File: src/rtl/matmul_sched_pkg.sv
// matmul_sched_pkg: scheduler FSM state type and default parameter values shared by the tile scheduler files
package matmul_sched_pkg;
  localparam int CNT_W_DEF = 8;
  localparam int ADDR_W_DEF = 16;
  localparam int DP_LATENCY_DEF = 4;
  localparam int CREDITS_DEF = 4;
  typedef enum logic [1:0] {S_IDLE, S_RUN, S_DRAIN, S_DONE} state_e;
endpackage

File: src/rtl/matmul_fp_tile_sched_if.sv
// matmul_fp_tile_sched_if: job control in (start/counts/abort/pop), issue/address/write/status out; slave = scheduler, master = driver
interface matmul_fp_tile_sched_if import matmul_sched_pkg::*; #(
  parameter int CNT_W = CNT_W_DEF,
  parameter int ADDR_W = ADDR_W_DEF
);
  logic i_start;
  logic i_abort;
  logic i_c_pop;
  logic [CNT_W-1:0] i_row_tiles;
  logic [CNT_W-1:0] i_col_tiles;
  logic o_issue;
  logic o_c_we;
  logic o_busy;
  logic o_done;
  logic o_err;
  logic [CNT_W-1:0] o_a_addr;
  logic [CNT_W-1:0] o_b_addr;
  logic [ADDR_W-1:0] o_c_addr;
  modport slave (
    input i_start, i_row_tiles, i_col_tiles, i_abort, i_c_pop,
    output o_issue, o_a_addr, o_b_addr, o_c_we, o_c_addr, o_busy, o_done, o_err
  );
  modport master (
    output i_start, i_row_tiles, i_col_tiles, i_abort, i_c_pop,
    input o_issue, o_a_addr, o_b_addr, o_c_we, o_c_addr, o_busy, o_done, o_err
  );
endinterface

File: src/rtl/sched_delay_line.sv
// sched_delay_line: DEPTH-deep valid+address shift register (i_valid/i_addr in, o_valid/o_addr out DEPTH cycles later, o_pend = entries still behind the output stage)
module sched_delay_line #(
  parameter int DEPTH = 4,
  parameter int W = 16
) (
  input  logic         i_clk,
  input  logic         i_rst_n,
  input  logic         i_valid,
  input  logic [W-1:0] i_addr,
  output logic         o_valid,
  output logic [W-1:0] o_addr,
  output logic         o_pend
);
  logic [DEPTH-1:0] v_q, v_d;
  logic [DEPTH-1:0][W-1:0] a_q, a_d;
  always_comb begin
    v_d = '0;
    a_d = '0;
    o_pend = 1'b0;
    v_d[0] = i_valid;
    a_d[0] = i_addr;
    for (int k = 1; k < DEPTH; k++) begin
      v_d[k] = v_q[k-1];
      a_d[k] = a_q[k-1];
      o_pend = o_pend | v_q[k-1];
    end
  end
  always_ff @(posedge i_clk or negedge i_rst_n) begin
    if (!i_rst_n) begin
      v_q <= '0;
      a_q <= '0;
    end else begin
      v_q <= v_d;
      a_q <= a_d;
    end
  end
  assign o_valid = v_q[DEPTH-1];
  assign o_addr = a_q[DEPTH-1];
endmodule

File: src/rtl/matmul_fp_tile_sched.sv
// matmul_fp_tile_sched: row-major A/B tile issue scheduler with result-slot credits; ports i_clk, i_rst_n (async, low) and bus (slave modport: job control in, issue/write/status out)
module matmul_fp_tile_sched import matmul_sched_pkg::*; #(
  parameter int CNT_W = CNT_W_DEF,
  parameter int ADDR_W = ADDR_W_DEF,
  parameter int DP_LATENCY = DP_LATENCY_DEF,
  parameter int CREDITS = CREDITS_DEF
) (
  input logic i_clk,
  input logic i_rst_n,
  matmul_fp_tile_sched_if.slave bus
);
  localparam int CR_W = $clog2(CREDITS + 1);
  state_e state_q, state_d;
  logic pend_q, pend_d;
  logic err_q, err_d;
  logic [CNT_W-1:0] rows_q, rows_d, cols_q, cols_d, row_q, row_d, col_q, col_d;
  logic [CR_W-1:0] cred_q, cred_d;
  logic issue, last_col, full, dl_pend, c_we;
  logic [ADDR_W-1:0] issue_addr, c_addr;
  always_comb begin
    last_col = col_q == cols_q - 1'b1;
    full = cred_q == CR_W'(CREDITS);
    issue = state_q == S_RUN && cred_q != '0 && !bus.i_abort;
    issue_addr = ADDR_W'(row_q) * ADDR_W'(cols_q) + ADDR_W'(col_q);
    state_d = state_q;
    pend_d = pend_q;
    rows_d = rows_q;
    cols_d = cols_q;
    row_d = issue && last_col ? row_q + 1'b1 : row_q;
    col_d = issue ? (last_col ? '0 : col_q + 1'b1) : col_q;
    cred_d = issue && !bus.i_c_pop ? cred_q - 1'b1 : !issue && bus.i_c_pop && !full ? cred_q + 1'b1 : cred_q;
    err_d = err_q || (!issue && bus.i_c_pop && full);
    case (state_q)
      S_IDLE: begin
        if (pend_q) begin
          pend_d = 1'b0;
          state_d = rows_q == '0 || cols_q == '0 ? S_DONE : S_RUN;
        end else if (bus.i_start) begin
          pend_d = 1'b1;
          rows_d = bus.i_row_tiles;
          cols_d = bus.i_col_tiles;
          row_d = '0;
          col_d = '0;
        end
      end
      S_RUN: state_d = bus.i_abort || (issue && last_col && row_q == rows_q - 1'b1) ? S_DRAIN : S_RUN;
      S_DRAIN: state_d = dl_pend ? S_DRAIN : S_DONE;
      default: state_d = S_IDLE;
    endcase
  end
  always_ff @(posedge i_clk or negedge i_rst_n) begin
    if (!i_rst_n) begin
      state_q <= S_IDLE;
      pend_q <= 1'b0;
      err_q <= 1'b0;
      rows_q <= '0;
      cols_q <= '0;
      row_q <= '0;
      col_q <= '0;
      cred_q <= CR_W'(CREDITS);
    end else begin
      state_q <= state_d;
      pend_q <= pend_d;
      err_q <= err_d;
      rows_q <= rows_d;
      cols_q <= cols_d;
      row_q <= row_d;
      col_q <= col_d;
      cred_q <= cred_d;
    end
  end
  sched_delay_line #(.DEPTH(DP_LATENCY), .W(ADDR_W)) u_dl (
    .i_clk(i_clk),
    .i_rst_n(i_rst_n),
    .i_valid(issue),
    .i_addr(issue_addr),
    .o_valid(c_we),
    .o_addr(c_addr),
    .o_pend(dl_pend)
  );
  assign bus.o_issue = issue;
  assign bus.o_a_addr = row_q;
  assign bus.o_b_addr = col_q;
  assign bus.o_c_we = c_we;
  assign bus.o_c_addr = c_addr;
  assign bus.o_busy = state_q == S_RUN || state_q == S_DRAIN;
  assign bus.o_done = state_q == S_DONE;
  assign bus.o_err = err_q;
endmodule

File: src/flat_wrapper.sv
// flat-port wrapper written by rule: the top's interface ports become plain ports
module matmul_fp_tile_sched_flat import matmul_sched_pkg::*;
#(
  parameter int CNT_W = CNT_W_DEF,
  parameter int ADDR_W = ADDR_W_DEF,
  parameter int DP_LATENCY = DP_LATENCY_DEF,
  parameter int CREDITS = CREDITS_DEF
)
  (i_clk, i_rst_n, bus_i_start, bus_i_row_tiles, bus_i_col_tiles, bus_i_abort, bus_i_c_pop, bus_o_issue, bus_o_a_addr, bus_o_b_addr, bus_o_c_we, bus_o_c_addr, bus_o_busy, bus_o_done, bus_o_err);
  matmul_fp_tile_sched_if #(.CNT_W(CNT_W), .ADDR_W(ADDR_W)) bus_i ();
  input logic i_clk;
  input logic i_rst_n;
  input wire logic [$bits(bus_i.i_start)-1:0] bus_i_start;
  input wire logic [$bits(bus_i.i_row_tiles)-1:0] bus_i_row_tiles;
  input wire logic [$bits(bus_i.i_col_tiles)-1:0] bus_i_col_tiles;
  input wire logic [$bits(bus_i.i_abort)-1:0] bus_i_abort;
  input wire logic [$bits(bus_i.i_c_pop)-1:0] bus_i_c_pop;
  output wire logic [$bits(bus_i.o_issue)-1:0] bus_o_issue;
  output wire logic [$bits(bus_i.o_a_addr)-1:0] bus_o_a_addr;
  output wire logic [$bits(bus_i.o_b_addr)-1:0] bus_o_b_addr;
  output wire logic [$bits(bus_i.o_c_we)-1:0] bus_o_c_we;
  output wire logic [$bits(bus_i.o_c_addr)-1:0] bus_o_c_addr;
  output wire logic [$bits(bus_i.o_busy)-1:0] bus_o_busy;
  output wire logic [$bits(bus_i.o_done)-1:0] bus_o_done;
  output wire logic [$bits(bus_i.o_err)-1:0] bus_o_err;
  assign bus_i.i_start = bus_i_start;
  assign bus_i.i_row_tiles = bus_i_row_tiles;
  assign bus_i.i_col_tiles = bus_i_col_tiles;
  assign bus_i.i_abort = bus_i_abort;
  assign bus_i.i_c_pop = bus_i_c_pop;
  assign bus_o_issue = bus_i.o_issue;
  assign bus_o_a_addr = bus_i.o_a_addr;
  assign bus_o_b_addr = bus_i.o_b_addr;
  assign bus_o_c_we = bus_i.o_c_we;
  assign bus_o_c_addr = bus_i.o_c_addr;
  assign bus_o_busy = bus_i.o_busy;
  assign bus_o_done = bus_i.o_done;
  assign bus_o_err = bus_i.o_err;
  matmul_fp_tile_sched #(.CNT_W(CNT_W), .ADDR_W(ADDR_W), .DP_LATENCY(DP_LATENCY), .CREDITS(CREDITS)) u_core (.i_clk(i_clk), .i_rst_n(i_rst_n), .bus(bus_i));
endmodule
File: config.mk
export PLATFORM = sky130hd
export DESIGN_NAME = matmul_fp_tile_sched_flat
export DESIGN_NICKNAME = d
export VERILOG_FILES = /design/src/rtl/matmul_sched_pkg.sv /design/src/rtl/matmul_fp_tile_sched_if.sv /design/src/rtl/sched_delay_line.sv /design/src/rtl/matmul_fp_tile_sched.sv /design/src/flat_wrapper.sv
export SDC_FILE = /design/constraint.sdc
export NUM_CORES = 1
export LEC_CHECK = 0
export CAP_MARGIN = 10
export CORE_ASPECT_RATIO = 0.5
export CORE_UTILIZATION = 39
export DETAILED_ROUTE_END_ITERATION = 10
export SETUP_SLACK_MARGIN = 0.05
export SLEW_MARGIN = 5
export SYNTH_ARGS = -nofsm -noshare
export SYNTH_HDL_FRONTEND = slang
export SYNTH_HIERARCHICAL = 1
export SYNTH_SLANG_ARGS = --single-unit
export TNS_END_PERCENT = 30
File: constraint.sdc
create_clock -name i_clk -period 3.85 [get_ports i_clk]
set_input_delay 0.77 -clock i_clk [delete_from_list [all_inputs] [get_ports i_clk]]
set_output_delay 0.77 -clock i_clk [all_outputs]
set_load 0.1 [all_outputs]
==> impl_metrics.toml, run 1 <==
[run_status]
outcome = "finished with violations"
failed_checks = "negative setup slack"

[min_path]
hold_class = "reg2reg"
hold_depth = 0

[placed_design]
place_ws_ns = -0.259
dp.cells = 925
place.gp.congestion = 0.813
dpl.hpwl_mm = 9.53
port-buffer-count = 57

[sta]
final.min_clock_period_ns = 4.04
timing.setup.tns_ns = -0.624
clock.fmax_ghz = 0.248
min_period_over_period_pct = 105
timing.final.hold_violations = 0
worst_clock_skew_ns = 0.00791
final-max-slew-violation-count = 0
worst_slew_pin_slew_ns = 0.986
post-route-worst-setup-slack_ns = -0.189
timing.max_slew.rel_slack_pct = 34.0
hold-worst-slack_ns = 0.343
rsz0062_at_grt = "true"
finalSetupViolations = 6

[grt]
largest_net_degree_at_the_start_of_global_routing = 64
grt_pass1_wl_mm = 21.9
first_global_vias = 4413
antenna_found_initial = 0
grtUsageTotal_pct = 16.5
grt_remaining_overflow = 0

[synthesis]
synth.yosys.seq_area_share_pct = 41.6
yosys_warnings = 6
post_synthesis_register_bit_count = 107
yosys-top-cells-area = "sky130_fd_sc_hd__dfrtp_1 (41%), sky130_fd_sc_hd__fa_1 (14%), sky130_fd_sc_hd__ha_1 (8.7%)"
post-synth-top-count-cell = "sky130_fd_sc_hd__dfrtp_1"
ys_dominant_reg_cell = "sky130_fd_sc_hd__dfrtp_1"
synth.avg_cell_area_um2 = 10.4
asyncSetResetFlopFracSynth_pct = 100
syn_nets = 731
synth-edff-count = 0
synth_area_um2 = 6440
yosysTopAreaCellShare_pct = 41.2
postSynthCellCount = 620
post_synth_num_cell_types = 57
netlist_top_cells_count = "sky130_fd_sc_hd__dfrtp_1 (106), sky130_fd_sc_hd__nand2_1 (87), sky130_fd_sc_hd__inv_1 (70)"
yosys.area.top_type = "sky130_fd_sc_hd__dfrtp_1"

[route]
drt_first_iter_violations = 187
route.antenna.remaining_nets = 0
total_number_of_vias = 4466
drc_violations_left = 0
drt-total-wl_mm = 13.0
post_drt_wl_per_cell_um = 13.7
vias_per_inst = 4.71
detailedRoute.firstPassIterationCount = 4

[floorplanning]
die_height_um = 92.9
core_area_um2 = 15800
std_cell_rows = 32
horizontal_extent_of_the_die_um = 184
design.die.area_um2 = 17100
number_of_ports_placed_on_the_die_boundary = 58
floorplan.initialDensity_pct = 40.8

[critical_path]
crit_path_max_fanout = 8
critPathRequiredTime_ns = 4.08
worst-endpoint-arrival_ns = 4.27
critical_path.startpoint_type = "flop"
critical_path.endpoint_type = "flop"
worst_r2r_path_depth = 11
worst_setup_path_category = "reg2reg"

[finish]
drive_gt1_share_pct = 19.4
finish.net_count = 834
fillCellCount = 1459
stdcell_count = 949
antennaDiodeCount = 0
area_growth_pct = 26.6

[power_and_ir_drop]
p_per_area_nw_per_um2 = 491
leakagePower_nw = 3.98
peakVddDrop_mv = 0.268

[clock_tree]
tritoncts = "done"
htreeDepth = 3
cts_buffers = 9
clock_sinks = 107
cts_hold_buffers = 0
clock_latency_ns = 0.35
ctsRootBufferMaster = "sky130_fd_sc_hd__clkbuf_16"
clock_path_buffers = 2
clock_slew_at_the_register_clock_pins_of_the_worst_setup_and_hold_paths_ns = 0.08

[run]
maxCapViolCount = 0
final cells by class:
cell class | instances | area, um2 | area share (%)
multi-input cells | 418 | 3580 | 44.0
flip-flops and latches | 107 | 2720 | 33.4
repair buffers | 117 | 1030 | 12.7
well taps | 221 | 277 | 3.39
inverters | 70 | 263 | 3.22
clock buffers | 10 | 229 | 2.81
clock inverters | 6 | 48.8 | 0.599
per-stage QoR:
| step | total power, W | instance area, um2 | utilization [%] |
|---|---|---|---|
| final | 0.00400 | 8150 | 51.7 |
| after global routing | 0.00427 | 8150 | 51.7 |
| after CTS | 0.00403 | 8060 | 51.1 |
| after detailed placement | 0.00311 | 7710 | 48.9 |
| after global placement | 0.00309 | 7710 | 48.9 |
| after floorplan | 0.00264 | 6650 | - |
flip-flops by register name (all words and copies together), names as in the netlist:
signal,flops
u_core/bus.o_a_addr,8
u_core/bus.o_b_addr,8
u_core/bus.o_err,1
u_core/cols_q,8
u_core/cred_q,3
u_core/pend_q,1
u_core/rows_q,8
u_core/state_q,2
u_core/u_dl/a_d,48
u_core/u_dl/o_addr,16
u_core/u_dl/v_q,4
cells in the final DEF, fill, tap and decap left out, types with 4 or more instances in the layout:
cell / netlist / final
sky130_fd_sc_hd__clkdlybuf4s50_1: 0 / 53
sky130_fd_sc_hd__nor3_2: 5 / 5
sky130_fd_sc_hd__o31ai_1: 4 / 4
sky130_fd_sc_hd__or3_1: 6 / 5
sky130_fd_sc_hd__dfrtp_2: 0 / 6
sky130_fd_sc_hd__o21ai_1: 12 / 10
sky130_fd_sc_hd__buf_4: 0 / 59
sky130_fd_sc_hd__dfrtp_4: 0 / 9
sky130_fd_sc_hd__fa_2: 0 / 5
sky130_fd_sc_hd__nand2b_1: 12 / 11
sky130_fd_sc_hd__dfrtp_1: 106 / 91
sky130_fd_sc_hd__nor4_1: 5 / 5
sky130_fd_sc_hd__o2111ai_1: 5 / 5
sky130_fd_sc_hd__mux2i_1: 6 / 6
sky130_fd_sc_hd__xor2_1: 11 / 11
sky130_fd_sc_hd__o21ai_0: 9 / 9
sky130_fd_sc_hd__clkbuf_16: 0 / 9
sky130_fd_sc_hd__and2_4: 0 / 5
sky130_fd_sc_hd__nor3_1: 6 / 6
sky130_fd_sc_hd__nand3b_1: 4 / 4
sky130_fd_sc_hd__ha_1: 45 / 40
sky130_fd_sc_hd__a21oi_1: 16 / 11
sky130_fd_sc_hd__inv_1: 70 / 69
sky130_fd_sc_hd__nor2_1: 28 / 26
sky130_fd_sc_hd__fa_1: 45 / 40
sky130_fd_sc_hd__nand2_1: 87 / 83
sky130_fd_sc_hd__xnor2_1: 25 / 25
sky130_fd_sc_hd__nand4_1: 4 / 4
sky130_fd_sc_hd__and2_1: 41 / 36
worst max-delay path, stage by stage (launching register included):
cell and delay (ns):
sky130_fd_sc_hd__dfrtp_4 0.53, sky130_fd_sc_hd__and2_4 0.16, sky130_fd_sc_hd__fa_1 0.58, sky130_fd_sc_hd__fa_2 0.46, sky130_fd_sc_hd__fa_1 0.51, sky130_fd_sc_hd__fa_1 0.45, sky130_fd_sc_hd__ha_4 0.19, sky130_fd_sc_hd__or3_4 0.42
sky130_fd_sc_hd__o21ba_4 0.22, sky130_fd_sc_hd__o221ai_4 0.16, sky130_fd_sc_hd__nand2b_1 0.09, sky130_fd_sc_hd__xor2_1 0.14
path summary, 6_finish.rpt:
check                      slack [ns]                         endpoint                              from
max in group asynchronous        2.70    u_core/u_dl/a_d[17]$_DFF_PN0_                           i_rst_n
min                              0.34  u_core/u_dl/o_addr[9]$_DFF_PN0_     u_core/u_dl/a_d[57]$_DFF_PN0_
max                             -0.19    u_core/u_dl/a_d[29]$_DFF_PN0_  u_core/bus.o_a_addr[3]$_DFF_PN0_
max reg2reg                     -0.19    u_core/u_dl/a_d[29]$_DFF_PN0_  u_core/bus.o_a_addr[3]$_DFF_PN0_
min in group asynchronous        0.42    u_core/u_dl/a_d[47]$_DFF_PN0_                           i_rst_n
min reg2reg                      0.34  u_core/u_dl/o_addr[9]$_DFF_PN0_     u_core/u_dl/a_d[57]$_DFF_PN0_
kinds of logic (layout without fill, tap and decap cells):
family,Yosys count,count (layout),share of synthesized area [%]
simple gates,219,219,17.4
flops,107,107,41.6
buf+inv,95,203,5.69
fa+ha+maj,90,90,22.7
compound gates,66,66,6.59
xor+xnor,36,36,4.90
mux,7,7,1.11
per-layer routing:
layer	part of all wire, %	GRT usage [%]	up-vias
met5	0	0	-
li1	-	-	2205
met3	3.8	3.15	13
met1	52	24.3	2176
met2	43	24.7	72
met4	1.2	4.44	0
where the power goes:
group          internal, W  switching (W)
clock             0.000447       0.000433
combinational     0.000588        0.00101
sequential         0.00132       0.000200
repair_timing:
item,in CTS,in global routing
setup endpoints to repair,7,9
resized for setup,11,16
gates cloned,0,0
buffers inserted,4,4
pin swaps,3,24
Power figures use the tool's default switching activity.
==> run 2: changes to the inputs <==
--- a/config.mk
+++ b/config.mk
@@ -5,10 +5,12 @@
 export SDC_FILE = /design/constraint.sdc
 export NUM_CORES = 1
 export LEC_CHECK = 0
+export ABC_CLOCK_PERIOD_IN_PS = 3850
 export CAP_MARGIN = 10
-export CORE_ASPECT_RATIO = 0.5
+export CORE_ASPECT_RATIO = 1.2
 export CORE_UTILIZATION = 39
 export DETAILED_ROUTE_END_ITERATION = 10
+export GPL_TIMING_DRIVEN = 0
 export SETUP_SLACK_MARGIN = 0.05
 export SLEW_MARGIN = 5
 export SYNTH_ARGS = -nofsm -noshare
==> impl_metrics.toml, run 2 (synthesized netlist as in run 1, its figures left out) <==
[sta]
timing.final.hold_violations = 0
min_period_over_period_pct = 106
finalSetupViolations = 7
clock.fmax_ghz = 0.244
post-route-worst-setup-slack_ns = -0.244
hold-worst-slack_ns = 0.343
final-max-slew-violation-count = 0
timing.max_slew.rel_slack_pct = 34.0
worst_slew_pin_slew_ns = 0.988
final.min_clock_period_ns = 4.09
worst_clock_skew_ns = 0.00992
rsz0062_at_grt = "true"

[min_path]
min_to = "u_core/u_dl/o_addr[11]$_DFF_PN0_"
hold_depth = 0
hold_class = "reg2reg"
holdCritStartpoint = "u_core/u_dl/a_d[59]$_DFF_PN0_"

[power_and_ir_drop]
p_per_area_nw_per_um2 = 509
peakVddDrop_mv = 0.252
internal-power_w = 0.00244
share_of_power_burned_in_registers_pct = 36.4
leakagePower_nw = 3.92
swShare_pct = 41.0
comb_power_share_pct = 41.8
power.clock.fraction_pct = 21.8
p_sw_w = 0.00169
post-layout-total-power_w = 0.00413

[finish]
layout.cells.most_common_list = "sky130_fd_sc_hd__dfrtp_1 (90), sky130_fd_sc_hd__nand2_1 (82), sky130_fd_sc_hd__inv_1 (68)"
finish.net_count = 825
most_common_cell_after_layout_fill_and_taps_aside = "sky130_fd_sc_hd__dfrtp_1"
area_growth_pct = 25.8
antennaDiodeCount = 0
number_of_flip_flops_in_the_largest_register = 48
sequential_cell_area_um2 = 2720
fillCellCount = 1497
drive_gt1_share_pct = 17.1
multiInputGateArea_um2 = 3570
stdcell_count = 931
final_util_pct = 50.0

[route]
detailedRoute.firstPassIterationCount = 6
route.antenna.remaining_nets = 0
drt-total-wl_mm = 13.5
vias_per_inst = 4.97
drt_first_iter_violations = 152
post_drt_wl_per_cell_um = 14.5
drc_violations_left = 0
total_number_of_vias = 4628

[critical_path]
regToRegSetupSlack_ns = -0.24
critical_path_buf_inv_count = 3
critPathRequiredTime_ns = 4.09
critical_path.endpoint_type = "flop"
worst_r2r_path_depth = 14
cell_family_contributing_the_most_delay_on_the_critical_path = "adder cells"
cpMostUsedCell = "sky130_fd_sc_hd__fa_1"
critical_path.reg2reg.startpoint = "u_core/cols_q[6]$_DFFE_PN0P_"
worst_path_max_delay_cell = "sky130_fd_sc_hd__fa_1"
worst_path_largest_cell_delay_ns = 0.56
crit_path_max_fanout = 10
critical_path.startpoint_type = "flop"
worst-endpoint-arrival_ns = 4.34
crit_path_cell_trace = "buf_8 -> and2_1 -> fa_1 -> fa_1 -> fa_1 -> inv_1 -> fa_1 -> inv_2 -> ha_4 -> or3_4 -> o21ba_4 -> o221ai_4 -> nand2b_1 -> xor2_1"
worst_setup_path_category = "reg2reg"
r2r_end = "u_core/u_dl/a_d[29]$_DFF_PN0_"

[floorplanning]
horizontal_extent_of_the_die_um = 119
design.die.area_um2 = 17000
number_of_ports_placed_on_the_die_boundary = 58
std_cell_rows = 51
core_area_um2 = 16200
floorplan.initialDensity_pct = 39.7
die_height_um = 143

[clock_tree]
clock_slew_at_the_register_clock_pins_of_the_worst_setup_and_hold_paths_ns = 0.07
htreeDepth = 3
tritoncts = "done"
ctsRootBufferMaster = "sky130_fd_sc_hd__clkbuf_16"
clock_sinks = 107
clock_latency_ns = 0.36
clock_path_buffers = 2
cts_buffers = 9

[placed_design]
dp.cells = 890
place_ws_ns = -0.591
place.gp.congestion = 0.833
port-buffer-count = 57
dpl.hpwl_mm = 9.51

[run_status]
failed_checks = "negative setup slack"
outcome = "finished with violations"

[grt]
largest_net_degree_at_the_start_of_global_routing = 68
grt_remaining_overflow = 0
grt_pass1_wl_mm = 22.7
antenna_found_initial = 0
grtUsageTotal_pct = 17.1
first_global_vias = 4842

[run]
maxCapViolCount = 0
==> run 2: cell types whose count changed in the layout (fill, tap and decap cells not counted), sizes merged <==
cell           previous run  this run
buf                      64        39
clkbuf                   10        23
dlygate4sd2               0         1
inv                      73        72
clkinvlp                  2         3
clkdlybuf4s50            53        55
==> run 2: layout make-up <==
class	count	share of cell area, %
multi-input cells	418	44.1
inverters	70	3.24
flip-flops and latches	107	33.6
clock inverters	6	0.587
repair buffers	93	10.6
well taps	212	3.28
plain buffers	15	1.61
clock buffers	10	2.95
==> run 2: worst max path at each step <==
stage,cells past startpoint,to,startpoint
after floorplan,15,u_core/u_dl/a_d[31]$_DFF_PN0_,u_core/bus.o_a_addr[7]$_DFF_PN0_
after global placement,1,u_core/bus.o_a_addr[5]$_DFF_PN0_,i_rst_n
after detailed placement,16,u_core/u_dl/a_d[31]$_DFF_PN0_,u_core/cols_q[5]$_DFFE_PN0P_
after CTS,14,u_core/u_dl/a_d[29]$_DFF_PN0_,u_core/cols_q[3]$_DFFE_PN0P_
after global routing,15,u_core/u_dl/a_d[30]$_DFF_PN0_,u_core/cols_q[6]$_DFFE_PN0P_
final,14,u_core/u_dl/a_d[29]$_DFF_PN0_,u_core/cols_q[6]$_DFFE_PN0P_
==> run 2: what timing repair did <==
item                                    4_1_cts  5_1_grt
gates cloned                                  1        0
endpoints found under the setup margin       10        9
pin swaps                                    12        6
resized for setup                            32       11
setup buffers                                24       10
endpoints found under the hold margin         0        0
hold buffers                                  0        0
==> run 2: power groups by stage <==
stage               Combinational, W  Sequential (W)  Clock, W
finish                       0.00172         0.00150  0.000900
CTS                          0.00167         0.00150  0.000930
global placement             0.00149         0.00150         0
floorplan                   0.000935         0.00170         0
global route                 0.00188         0.00153  0.000975
detailed placement           0.00153         0.00151         0
==> run 2: stage by stage <==
step                instance area, um2  setup TNS, ns
finish                            8100         -0.937
floorplan                         6650          -1.57
global placement                  7490        -220.32
CTS                               8020          -1.06
detailed placement                7510          -3.25
global route                      8100          -1.85
==> run 2: metal layers <==
metal | vias to the layer above | share of wire (%) | global-route usage (%)
met5 | - | 0 | 0
met4 | 0 | 2.7 | 7.83
met3 | 22 | 2.8 | 2.88
met2 | 81 | 52 | 30.1
met1 | 2335 | 42 | 20.4
li1 | 2190 | - | -
